==> config.mk <==
export PLATFORM = sky130hd
export DESIGN_NAME = hazard_stall_ctrl
export DESIGN_NICKNAME = d
export VERILOG_FILES = /design/src/rtl/hazard_pkg.sv /design/src/rtl/sat_counter.sv /design/src/rtl/hazard_stall_ctrl.sv
export SDC_FILE = /design/constraint.sdc
export NUM_CORES = 1
export LEC_CHECK = 0
export ABC_AREA = 1
export BUFFER_PORTS_ARGS = -buffer_cell sky130_fd_sc_hd__buf_4
export CORE_MARGIN = 2
export CORE_UTILIZATION = 40
export CTS_CLUSTER_SIZE = 28
export DETAILED_ROUTE_END_ITERATION = 10
export PLACE_DENSITY_LB_ADDON = 0.12
export SLEW_MARGIN = 5
export SYNTH_ARGS = -nofsm -noshare
export SYNTH_HDL_FRONTEND = slang
export SYNTH_SLANG_ARGS = --single-unit
==> constraint.sdc <==
create_clock -name clk_i -period 2.36 [get_ports clk_i]
set_clock_uncertainty 0.05 [all_clocks]
set_input_delay 0.354 -clock clk_i [delete_from_list [all_inputs] [get_ports clk_i]]
set_output_delay 0.354 -clock clk_i [all_outputs]
set_load 0.02 [all_outputs]
==> src/rtl/hazard_pkg.sv <==
// rtl/hazard_pkg.sv - shared types and defaults for the hazard/stall controller
package hazard_pkg;

    typedef enum logic [1:0] {
        ST_RUN        = 2'd0,
        ST_LOAD_STALL = 2'd1,
        ST_MEM_WAIT   = 2'd2
    } state_t;

    localparam int CNT_W               = 16;
    localparam int DEF_LOAD_USE_STALLS = 1;
    localparam int DEF_MAX_WAIT        = 64;

endpackage

==> src/rtl/sat_counter.sv <==
// rtl/sat_counter.sv - saturating event counter with synchronous clear
module sat_counter #(
    parameter int WIDTH = 16
) (
    input  logic             clk,
    input  logic             clr,
    input  logic             inc,
    output logic [WIDTH-1:0] count
);

    always_ff @(posedge clk) begin
        if (clr) begin
            count <= '0;
        end else if (inc && (count != {WIDTH{1'b1}})) begin
            count <= count + 1'b1;
        end
    end

endmodule

==> src/rtl/hazard_stall_ctrl.sv <==
// rtl/hazard_stall_ctrl.sv - pipeline stall/flush/freeze controller
// Load-use bubbles, branch/jump squash and data-memory wait freeze with timeout.
module hazard_stall_ctrl
    import hazard_pkg::*;
#(
    parameter int LOAD_USE_STALLS = DEF_LOAD_USE_STALLS,
    parameter int MAX_WAIT        = DEF_MAX_WAIT
) (
    input  logic             clk_i,
    input  logic             rst_i,
    input  logic [4:0]       IF_ID_RSaddr_i,
    input  logic [4:0]       IF_ID_RTaddr_i,
    input  logic [4:0]       ID_EX_RTaddr_i,
    input  logic             ID_EX_MemRead_i,
    input  logic             branch_taken_i,
    input  logic             jump_i,
    input  logic             dmem_req_i,
    input  logic             dmem_ack_i,
    output logic             PC_write_o,
    output logic             IF_ID_write_o,
    output logic             IF_ID_flush_o,
    output logic             ID_EX_flush_o,
    output logic             pipe_freeze_o,
    output logic             mem_timeout_o,
    output logic [CNT_W-1:0] stall_cnt_o,
    output logic [CNT_W-1:0] flush_cnt_o
);

    localparam logic [2:0] STALL_REM = 3'(LOAD_USE_STALLS - 1);
    localparam logic [7:0] WAIT_LAST = 8'(MAX_WAIT - 1);

    state_t     state_q, state_d, saved_q, saved_d, eff_state;
    logic [2:0] rem_q, rem_d;
    logic [7:0] wait_q, wait_d;
    logic       timeout_q, timeout_d;
    logic       freeze, hazard;

    assign freeze = dmem_req_i & ~dmem_ack_i;
    assign hazard = ID_EX_MemRead_i && (ID_EX_RTaddr_i != 5'd0) &&
                    ((ID_EX_RTaddr_i == IF_ID_RSaddr_i) || (ID_EX_RTaddr_i == IF_ID_RTaddr_i));

    // The ack cycle already behaves as the pre-wait state so a pending hazard is not lost.
    assign eff_state = (state_q == ST_MEM_WAIT) ? saved_q : state_q;

    always_comb begin
        state_d       = state_q;
        saved_d       = saved_q;
        rem_d         = rem_q;
        wait_d        = wait_q;
        timeout_d     = timeout_q;
        PC_write_o    = 1'b1;
        IF_ID_write_o = 1'b1;
        IF_ID_flush_o = 1'b0;
        ID_EX_flush_o = 1'b0;
        pipe_freeze_o = 1'b0;
        if (freeze) begin
            PC_write_o    = 1'b0;
            IF_ID_write_o = 1'b0;
            pipe_freeze_o = 1'b1;
            state_d       = ST_MEM_WAIT;
            saved_d       = eff_state;
            if (wait_q != 8'hFF) begin
                wait_d = wait_q + 8'd1;
            end
            if (wait_q >= WAIT_LAST) begin
                timeout_d = 1'b1;
            end
        end else begin
            wait_d  = 8'd0;
            state_d = eff_state;
            case (eff_state)
                ST_LOAD_STALL: begin
                    PC_write_o    = 1'b0;
                    IF_ID_write_o = 1'b0;
                    ID_EX_flush_o = 1'b1;
                    if (rem_q <= 3'd1) begin
                        rem_d   = 3'd0;
                        state_d = ST_RUN;
                    end else begin
                        rem_d = rem_q - 3'd1;
                    end
                end
                default: begin
                    if (hazard) begin
                        PC_write_o    = 1'b0;
                        IF_ID_write_o = 1'b0;
                        ID_EX_flush_o = 1'b1;
                        if (LOAD_USE_STALLS > 1) begin
                            state_d = ST_LOAD_STALL;
                            rem_d   = STALL_REM;
                        end
                    end else if (branch_taken_i || jump_i) begin
                        IF_ID_flush_o = 1'b1;
                    end
                end
            endcase
        end
    end

    always_ff @(posedge clk_i) begin
        if (rst_i) begin
            state_q   <= ST_RUN;
            saved_q   <= ST_RUN;
            rem_q     <= 3'd0;
            wait_q    <= 8'd0;
            timeout_q <= 1'b0;
        end else begin
            state_q   <= state_d;
            saved_q   <= saved_d;
            rem_q     <= rem_d;
            wait_q    <= wait_d;
            timeout_q <= timeout_d;
        end
    end

    assign mem_timeout_o = timeout_q;

    sat_counter #(.WIDTH(CNT_W)) u_stall_cnt (
        .clk   (clk_i),
        .clr   (rst_i),
        .inc   (~PC_write_o),
        .count (stall_cnt_o)
    );

    sat_counter #(.WIDTH(CNT_W)) u_flush_cnt (
        .clk   (clk_i),
        .clr   (rst_i),
        .inc   (IF_ID_flush_o),
        .count (flush_cnt_o)
    );

endmodule

==> results of run 1 <==
==> flip-flops by register name (all words and copies together) (netlist names) <==
name               flops
saved_q                2
mem_timeout_o          1
u_stall_cnt.count     16
state_q                2
u_flush_cnt.count     16
rem_q                  3
wait_q                 8
==> layout make-up <==
class	instances	area [µm²]
Multi-Input combinational cell	305	1520
Tap cell	80	100
Clock buffer	8	90.1
Fill cell	694	3350
Inverter	55	206
Sequential cell	48	961
Timing Repair Buffer	65	488
==> final timing paths <==
check                                     startpoint               endpoint  slack, ns  cells after the start
worst min-delay path                           rst_i   u_stall_cnt.count[4]       0.34                      2
worst max-delay path                      saved_q[1]             PC_write_o       0.31                      8
worst max register to register  u_flush_cnt.count[0]  u_flush_cnt.count[14]       0.48                     10
worst min register to register              rem_q[0]               rem_q[0]       0.42                      2
==> cells by family (layout without fill, tap and decap cells) <==
logic type	count (synthesis)	after routing	share of synthesized area, %
simple gates	232	232	37.8
xor+xnor	18	18	5.71
compound gates	51	51	9.84
buf+inv	66	128	10.1
fa+ha+maj	4	4	1.81
flops	48	48	34.8
==> cells in the final DEF (no fill, tap or decap), drive strengths merged, types with 6 or more instances in the layout <==
master / Yosys / final
inv: 55 / 55
nand3: 47 / 47
buf: 7 / 65
nand4: 9 / 9
nand2: 96 / 96
xnor2: 6 / 6
a21oi: 33 / 33
clkbuf: 4 / 8
o21ai: 11 / 11
nor3: 8 / 8
dfxtp: 48 / 48
xor2: 12 / 12
nor2: 70 / 70
==> per-stage QoR <==
| stage | std cells | worst slack (ns) | total power, mW |
|---|---|---|---|
| finish | 561 | 0.308 | 1.54 |
| global route | 561 | 0.192 | 1.63 |
| CTS | 561 | 0.301 | 1.57 |
| detailed placement | 553 | 0.445 | 1.06 |
| global placement | 553 | 0.481 | 1.06 |
| floorplan | 419 | 0.364 | 0.984 |
==> power by group <==
group          total (mW)  switching (mW)  internal, mW
Combinational       0.205           0.120        0.0851
Sequential          0.836          0.0154         0.820
Clock               0.504           0.264         0.240
==> layer usage <==
metal	vias up	track usage, %
li1	1463	-
met1	1211	22.6
met2	56	29.1
met3	7	2.75
met4	0	4.26
met5	-	0
==> impl_metrics.tcl, run 1 <==
set metrics [dict create \
    status "finished, final reports clean" \
    synth_nets 445 \
    layout_min_cycle_time_ns 2.05 \
    core_region_area_um2 6720 \
    track_usage_pct 17.1 \
    crit_path_cell_trace "o21ai_1 > inv_1 > nor2_1 > inv_2 > nand3_4 > buf_4 > inv_1 > buf_4" \
    rsz0062_at_grt "no" \
    hold_ws_ns 0.344 \
    ir_worst_vdd_mv 0.231 \
    max_freq_mhz 487 \
    hpwl_mm 4.68 \
    synthTopCellsByCount "nand2_1, nor2_1, dfxtp_1" \
    min_path_type "primary input to register" \
    yosysUniqueCellTypes 31 \
    place_area_um2 3280 \
    highest_layer "met4" \
    synth_edf_count 0 \
    worstMarginPinSlew_ns 0.321 \
    powerDensity_nw_per_um2 459 \
    die_area_um2 7580 \
    synthTopCellsByArea "dfxtp_1, nand2_1, nor2_1" \
    cts_buffer_depth 2 \
    cts_resized 0 \
    wl_met2_mm 2.89 \
    areaGrowthSynthToFinish_pct 22.0 \
    grt_max_degree 21 \
    timing.final.crit_share_pct 86.9 \
    drcViolationCount 0 \
    drive_gt1_share_pct 20.0 \
    gp_congestion 0.797 \
    via_count 2737 \
    syn_inst 419 \
    cts_made_buffers 5 \
    fp.dieH_um 87.1 \
    grt_pass1_wl_mm 10.7 \
    cts.htree.levels 2 \
    max_slew_margin_pct 78.5 \
    maxSlewViolCount 0 \
    io_buffer_count 59 \
    synth.most_common_cell "nand2_1" \
    cp.arrival_ns 1.65 \
    nets 506 \
    ys_seq_area_share_pct 34.8 \
    cts_hold_buf 0 \
    wire_per_inst_um 11.1 \
    wl_met3_um 318 \
    worstPathMaxFanout 16 \
    ys_warn_count 0 \
    yosysTopAreaCellShare_pct 34.8 \
    avgSynthCellArea_um2 6.59 \
    start_kind "register" \
    finish.instance_area_um2 3370 \
    tns_ns 0 \
    crit_required_ns 1.96 \
    antenna_found_initial 0 \
    yosys.area.top_type "dfxtp_1" \
    row_count 30 \
    routed_via_density 4.88 \
    crit_buf_inv 5 \
    cts_tree "yes" \
    drt_wl_total_mm 6.24 \
    wl_met1_mm 2.98 \
    synth_flop_cell "dfxtp_1" \
    synthArstFlopShare_pct 0 \
    synth_seq_cells 48 \
    drv_cap 0 \
    grt_pass1_vias 2460 \
    firstDrtPassIters 4 \
    num_antenna_cells 0 \
    clk_latency_ns 0.30 \
    start_util_pct 41.1 \
    cp_slowest_cell "dfxtp_1" \
    end_kind "primary output" \
    final_util_pct 50.1 \
    crit_type "register to primary output" \
    die_w_um 87.1 \
    grt_overflow 0 \
    finalSetupViolations 0 \
    hold_viol 0 \
    clkTransAtPathRegs_ns 0.08 \
    ant_nets 0 \
    drt_iter0_markers 81 \
    p_leak_nw 1.55 \
    max_stage_delay_ns 0.33 \
    root_buffer "clkbuf_8" \
    cpLargestDelayFamily "buffers and inverters" \
    cts_sinks 48 \
    netlist_area_um2 2760 \
    io_pins 60 \
    post_cts_buffers 0 \
]
(Power assumes the default switching activity.)
==> run 2, diff against run 1 <==
- BUFFER_PORTS_ARGS: -buffer_cell sky130_fd_sc_hd__buf_4 -> not set
- DONT_BUFFER_PORTS: not set -> 1
==> impl_metrics.tcl, run 2 (synthesized netlist as in run 1, its figures left out) <==
set metrics [dict create \
    clkTransAtPathRegs_ns 0.09 \
    num_antenna_cells 0 \
    final_util_pct 44.8 \
    cts_tree "yes" \
    drcViolationCount 0 \
    grt_max_degree 30 \
    drv_cap 0 \
    hold_start "rst_i" \
    rr_worst_depth 9 \
    via_count 2500 \
    top_usage_layer "met2" \
    finalSetupViolations 0 \
    ir_worst_vdd_mv 0.224 \
    die_w_um 87.1 \
    track_usage_pct 16.5 \
    cp.arrival_ns 1.71 \
    max_stage_delay_ns 0.33 \
    drt_iter0_markers 101 \
    status "finished, final reports clean" \
    reg_top3 "u_flush_cnt.count (16), u_stall_cnt.count (16), wait_q (8)" \
    tns_ns 0 \
    hpwl_mm 4.48 \
    powerDensity_nw_per_um2 498 \
    cts_buffer_depth 2 \
    worstPathMaxFanout 29 \
    maxSlewViolCount 0 \
    grt_pass1_wl_mm 10.2 \
    post_cts_buffers 0 \
    cts_hold_buf 0 \
    layout_min_cycle_time_ns 2.12 \
    rsz0062_at_grt "no" \
    crit-reg2reg-launch "u_flush_cnt.count[3]" \
    drt_wl_total_mm 6.03 \
    wire_per_inst_um 11.8 \
    crit_required_ns 1.96 \
    end_kind "primary output" \
    crit_path_cell_trace "a21oi_1 > nor2_1 > inv_2 > nand3_4 > nor2_2 > buf_4" \
    antenna_found_initial 0 \
    routed_via_density 4.87 \
    gp_congestion 0.825 \
    firstDrtPassIters 4 \
    p_leak_nw 1.30 \
    min_to "u_stall_cnt.count[11]" \
    core_region_area_um2 6720 \
    cts.htree.levels 2 \
    grt_pass1_vias 2273 \
    cts_resized 0 \
    cp_slowest_cell "buf_4" \
    worstMarginPinSlew_ns 0.766 \
    final_common_cell "nand2_1" \
    crit_type "register to primary output" \
    die_area_um2 7580 \
    max_freq_mhz 473 \
    setup_ws_ns 0.244 \
    io_buffer_count 0 \
    fp.dieH_um 87.1 \
    fillers 719 \
    clk_latency_ns 0.30 \
    max_slew_margin_pct 48.9 \
    use_met3_pct 4.27 \
    dp_slack_ns 0.448 \
    ant_nets 0 \
    start_kind "register" \
    grt_use_met2_pct 27.7 \
    hold_depth 1 \
    layout_common_cells "nand2_1, nor2_1, dfxtp_1" \
    regToRegSetupSlack_ns 0.46 \
    start_util_pct 41.1 \
    r2r-end "u_flush_cnt.count[14]" \
    grt_overflow 0 \
    hold_viol 0 \
    min_path_type "primary input to register" \
    io_pins 60 \
    timing.final.crit_share_pct 89.7 \
    met1_usage_pct 21.3 \
    cts_made_buffers 5 \
    cts_sinks 48 \
    nets 458 \
    drive_gt1_share_pct 11.3 \
    row_count 30 \
    areaGrowthSynthToFinish_pct 9.07 \
    root_buffer "clkbuf_8" \
]
==> run 2: cell types whose count changed in the layout (fill, tap and decap cells not counted), sizes merged <==
cell | previous run | this run
buf | 65 | 17
clkbuf | 8 | 7
clkinvlp | 0 | 1
==> run 2: critical path: cells and delay by family, from the launching register on <==
kind                   cells  cell delay (ns)
AO/OA/AOI/OAI              1             0.23
buffers and inverters      2             0.43
flip-flops                 1             0.32
AND/OR/NAND/NOR            3             0.43
==> run 2: metal layers <==
metal | wire length (µm) | share of wire [%]
met4 | 59 | 0.98
met5 | 0 | 0
met1 | 2960 | 49
met3 | 311 | 5.2
met2 | 2700 | 45
==> run 2: worst max path at each step <==
stage | startpoint | end | slack (ns)
after floorplan | dmem_req_i | PC_write_o | 0.36
after global placement | u_flush_cnt.count[3] | u_flush_cnt.count[14] | 0.45
after detailed placement | u_flush_cnt.count[3] | u_flush_cnt.count[14] | 0.45
after CTS | state_q[1] | IF_ID_flush_o | 0.22
after global routing | state_q[1] | IF_ID_flush_o | 0.07
final | state_q[1] | IF_ID_flush_o | 0.24
==> run 2: stage by stage <==
stage               hold WS, ns  total power [mW]  instances  instance area, µm²
floorplan                 0.394             0.984        419                2760
global placement          0.376              1.01        505                2920
detailed placement        0.377              1.01        505                2920
CTS                      0.0476              1.53        513                3010
global route             0.0420              1.58        513                3010
finish                   0.0588              1.50        513                3010
==> run 2: cell type report <==
type	count	area, µm²	area share, %
timing repair buffer	17	128	4.24
sequential	48	961	31.9
tap	80	100	3.33
multi-input combinational	305	1520	50.5
inverter	55	206	6.86
clock inverter	1	7.51	0.249
clock buffer	7	86.3	2.87
==> run 2: report_power, final <==
part / internal, mW / leakage (nW) / switching [mW]
logic: 0.0519 / 0.869 / 0.109
clock network: 0.239 / 0.0445 / 0.271
registers: 0.821 / 0.388 / 0.00823
